## src/rtl/turn_signal_fsm_if.sv

```systemverilog
// Switch inputs and state/timebase outputs of the tail-light state machine.
interface turn_signal_fsm_if;
  logic [1:0] SW;
  logic       turn_side;
  logic [2:0] CurrentState;
  logic       tick;
  logic       blink;
  logic [1:0] step;

  modport master (
    output SW, turn_side,
    input  CurrentState, tick, blink, step
  );

  modport slave (
    input  SW, turn_side,
    output CurrentState, tick, blink, step
  );
endinterface

```

## src/rtl/turn_signal_fsm.sv

```systemverilog
// Tail-light state machine: synchronizes switches, runs the blink timebase and
// advances state/blink/step only on timebase ticks.
module turn_signal_fsm #(
  parameter int unsigned TICK_DIV = 12_500_000
) (
  input  logic                    clk,
  input  logic                    rst_n,
  turn_signal_fsm_if.slave        bus
);

  localparam int unsigned CNT_W = (TICK_DIV > 1) ? $clog2(TICK_DIV) : 1;
  localparam logic [CNT_W-1:0] CNT_LAST = CNT_W'(TICK_DIV - 1);

  typedef enum logic [2:0] {
    IDLE       = 3'b000,
    HAZARDS    = 3'b001,
    TURN_LEFT  = 3'b010,
    TURN_RIGHT = 3'b100
  } state_e;

  logic [1:0]       sw_s1_q, sw_s2_q;
  logic             side_s1_q, side_s2_q;
  logic [CNT_W-1:0] cnt_q, cnt_d;
  logic             tick_q, tick_d;
  state_e           state_q, state_d, req_c;
  logic             blink_q, blink_d;
  logic [1:0]       step_q, step_d;

  // Request decode from synchronized switches; hazards take priority.
  always_comb begin
    req_c = IDLE;
    if (sw_s2_q[1])      req_c = HAZARDS;
    else if (sw_s2_q[0]) req_c = side_s2_q ? TURN_RIGHT : TURN_LEFT;
  end

  always_comb begin
    cnt_d   = (cnt_q == CNT_LAST) ? '0 : cnt_q + CNT_W'(1);
    tick_d  = (cnt_q == CNT_LAST);
    state_d = state_q;
    blink_d = blink_q;
    step_d  = step_q;
    if (tick_q) begin
      if (req_c != state_q) begin
        state_d = req_c;
        step_d  = 2'd0;
        blink_d = (req_c != IDLE);
      end else if (state_q != IDLE) begin
        step_d  = step_q + 2'd1;
        blink_d = ~blink_q;
      end else begin
        step_d  = 2'd0;
        blink_d = 1'b0;
      end
    end
  end

  always_ff @(posedge clk or negedge rst_n) begin
    if (!rst_n) begin
      sw_s1_q   <= 2'b00;
      sw_s2_q   <= 2'b00;
      side_s1_q <= 1'b0;
      side_s2_q <= 1'b0;
      cnt_q     <= '0;
      tick_q    <= 1'b0;
      state_q   <= IDLE;
      blink_q   <= 1'b0;
      step_q    <= 2'd0;
    end else begin
      sw_s1_q   <= bus.SW;
      sw_s2_q   <= sw_s1_q;
      side_s1_q <= bus.turn_side;
      side_s2_q <= side_s1_q;
      cnt_q     <= cnt_d;
      tick_q    <= tick_d;
      state_q   <= state_d;
      blink_q   <= blink_d;
      step_q    <= step_d;
    end
  end

  assign bus.CurrentState = state_q;
  assign bus.tick         = tick_q;
  assign bus.blink        = blink_q;
  assign bus.step         = step_q;

endmodule

```

## src/flat_wrapper.sv

```systemverilog
// flat-port wrapper written by rule: the top's interface ports become plain ports
module turn_signal_fsm_flat 
#(
  parameter int unsigned TICK_DIV = 12_500_000
)
  (clk, rst_n, bus_SW, bus_turn_side, bus_CurrentState, bus_tick, bus_blink, bus_step);
  turn_signal_fsm_if bus_i ();
  input  logic clk;
  input  logic rst_n;
  input wire logic [$bits(bus_i.SW)-1:0] bus_SW;
  input wire logic [$bits(bus_i.turn_side)-1:0] bus_turn_side;
  output wire logic [$bits(bus_i.CurrentState)-1:0] bus_CurrentState;
  output wire logic [$bits(bus_i.tick)-1:0] bus_tick;
  output wire logic [$bits(bus_i.blink)-1:0] bus_blink;
  output wire logic [$bits(bus_i.step)-1:0] bus_step;
  assign bus_i.SW = bus_SW;
  assign bus_i.turn_side = bus_turn_side;
  assign bus_CurrentState = bus_i.CurrentState;
  assign bus_tick = bus_i.tick;
  assign bus_blink = bus_i.blink;
  assign bus_step = bus_i.step;
  turn_signal_fsm #(.TICK_DIV(TICK_DIV)) u_core (.clk(clk), .rst_n(rst_n), .bus(bus_i));
endmodule
```

## config.mk

```make
export PLATFORM = sky130hd
export DESIGN_NAME = turn_signal_fsm_flat
export DESIGN_NICKNAME = d
export VERILOG_FILES = /design/src/rtl/turn_signal_fsm_if.sv /design/src/rtl/turn_signal_fsm.sv /design/src/flat_wrapper.sv
export SDC_FILE = /design/constraint.sdc
export NUM_CORES = 1
export LEC_CHECK = 0
export BUFFER_PORTS_ARGS = -buffer_cell sky130_fd_sc_hd__buf_2
export CAP_MARGIN = 20
export CORE_MARGIN = 5
export CORE_UTILIZATION = 55
export CTS_CLUSTER_SIZE = 20
export DETAILED_ROUTE_END_ITERATION = 12
export GPL_TIMING_DRIVEN = 0
export PLACE_DENSITY = 0.74
export SETUP_SLACK_MARGIN = 0.15
export SYNTH_ARGS = -nofsm -noshare
export SYNTH_HDL_FRONTEND = slang
export SYNTH_SLANG_ARGS = --single-unit
```

## constraint.sdc

```tcl
create_clock -name clk -period 3.73 [get_ports clk]
set_clock_uncertainty 0.05 [all_clocks]
set_input_delay 0.5595 -clock clk [delete_from_list [all_inputs] [get_ports clk]]
set_output_delay 0.5595 -clock clk [all_outputs]
set_load 0.005 [all_outputs]
```

==> flow_summary.toml <==
[run_status]
outcome = "complete, no violations"

[setup_path]
cp.required_ns = 3.93
path_cells = "clkbuf_1, nor4bb_1, nand3_1, nor2_2, buf_6, nor2_1"
cp_num_cells = 6
critical_path_class = "reg -> reg"
crit_buf_inv = 2
worst_r2r_path_depth = 6
slowest_stage = "nor4bb_1"
slowest_delay_ns = 0.38
crit_arrival_ns = 2.06
r2r_slack_ns = 1.87
startpoint_type = "flop"
crit_family = "simple AND/OR/NAND/NOR gates"
r2r-end = "u_core.cnt_q[11]"
end_kind = "flop"
cp_max_fo = 10
r2r_start = "u_core.cnt_q[13]"

[synthesis]
synthesis.nets = 167
synth_most_common_cell = "dfrtp_1"
synthArstFlopShare = 1.00
avgSynthCellArea_um2 = 10.7
synth_area_um2 = 1720
synthCells = 161
synth_top_area_frac = 0.538
synth_commonest_cells = "37 x dfrtp_1, 12 x nand2_1, 12 x nor2_1, 10 x nand3_1"
ys_warn_count = 0
ys_seq_elements = 37
ys_top_cells_by_area = "dfrtp_1 54%, xnor2_1 4.1%, xor2_1 3.6%, nand3_1 2.9%, nand2_1 2.6%"
yosysSeqAreaShare = 0.538
synth_top_area_cell = "dfrtp_1"
synth_edf_count = 0
ys.flop_type = "dfrtp_1"
synth.distinct_cells = 41

[power]
power_leakage_uw = 0.000845
ir_worst_vdd_v = 0.000210
powerDensity_nw_per_um2 = 363

[clock_tree]
holdBufCountCts = 0
worstSkewPairLatency_ns = 0.35
cts_setup_buffers = 0
clkSlewWorstSetupHoldPaths_ns = 0.11
numCtsBuffers = 5
cts_buffer_depth = 2
cts_sinks = 37
cts_resized = 0
htree_levels = 2
cts_tree = "done"
root_buffer = "clkbuf_4"

[worst_hold_path]
hp-class = "in -> async"

[timing]
whs_ns = 0.229
period_share = 0.499
final-setup-viol-count = 0
tns_ns = 0
slew_viol_final = 0
fmax_mhz = 537
fin_crit_ns = 1.86
relSlewSlack = 0.471
worstMarginPinSlew_ns = 0.793
grt_setup_unrepaired = "false"
hold_viol = 0

[global_route]
overflow = 0
grt.total_usage = 0.165
grt_pass1_wl_mm = 5.34
grt_max_degree = 38
grt_pass1_vias = 1203
antenna_found_initial = 0

[route]
routedWlPerCell_um = 13.5
initialDrtViolationCount = 83
vias = 1261
viasPerCell = 5.63
ant_nets = 0
drc = 0
drt_first_pass_iters = 4
drt_wl_total_mm = 3.02

[final_layout]
final_area_um2 = 1910
n_fill_cell = 256
drive_gt1_frac = 0.178
post-route-util = 0.632
syn_to_final_growth_pct = 11.3
n_antenna_cell = 0
nets = 185

[floorplan]
num_rows = 20
design.core.area_um2 = 3030
dieArea_um2 = 4350
dieHeight_um = 65.9
die_w_um = 65.9
io_pins = 12
start_util = 0.568

[placement]
port-buffer-count = 11
gp_congestion = 0.857
placedInstanceArea_um2 = 1830
dpl.hpwl_mm = 2.16

[job]
max_cap_viol_count = 0
## state kept, by name, summed over array words and instances, names as in the netlist
register and cells:
u_core.cnt_q 24, u_core.bus.CurrentState 3, u_core.bus.step 2, u_core.sw_s1_q 2
u_core.sw_s2_q 2, u_core.bus.blink 1, u_core.bus.tick 1, u_core.side_s1_q 1
u_core.side_s2_q 1
## kinds of logic after synthesis
group / synth area share
compound gates: 0.0902
buf+inv: 0.0276
flops: 0.538
mux: 0.0240
simple gates: 0.236
xor+xnor: 0.0764
fa+ha+maj: 0.00727
## cell type report
type,instances,area (µm²),share of cell area
multi-input combinational,115,747,0.390
clock buffer,5,37.5,0.0196
timing repair buffer,11,55.1,0.0288
sequential,37,926,0.484
inverter,3,11.3,0.00588
tap,44,55.1,0.0288
clock inverter,3,46.3,0.0242
buffer,6,36.3,0.0190
## cells in the final DEF (no fill, tap or decap), types with 5 or more instances in the layout
cell / instances
nand3_1: 10
xor2_1: 7
buf_2: 13
nor2_1: 12
clkbuf_4: 5
o21ai_0: 8
nand4_1: 6
dfrtp_1: 37
xnor2_1: 8
nor3_1: 5
nand2_1: 12
## power by group
part           internal, µW  total (µW)  switching (µW)  leakage, µW
Combinational          2.37        11.0            8.58     0.000315
Sequential              404         406            2.19     0.000489
Clock                   142         277             136    0.0000414
Total                   548         695             146     0.000845
## worst max-delay path by stage
stage | end | slack, ns | start
after detailed placement | u_core.cnt_q[18] | 1.89 | u_core.cnt_q[0]
final | u_core.cnt_q[11] | 1.87 | u_core.cnt_q[13]
after global placement | u_core.cnt_q[18] | 1.94 | u_core.cnt_q[0]
after CTS | u_core.cnt_q[18] | 1.88 | u_core.cnt_q[0]
after global routing | u_core.cnt_q[18] | 1.69 | u_core.cnt_q[0]
after floorplan | u_core.cnt_q[20] | 2.05 | u_core.cnt_q[0]
## per-stage QoR
step | std cells | worst slack, ns | power (µW)
6_report | 224 | 1.87 | 695
5_1_grt | 224 | 1.69 | 729
4_1_cts | 224 | 1.88 | 707
3_5_place_dp | 216 | 1.89 | 426
3_3_place_gp | 216 | 1.94 | 425
2_1_floorplan | 161 | 2.05 | 415
## metal layers
metal	global-route usage	vias up	wire, µm
li1	-	615	-
met4	0.0838	0	70
met5	0	-	0
met3	0.0408	7	113
met1	0.204	617	1410
met2	0.268	22	1430
Note: power is estimated with default switching activity, not from simulation.
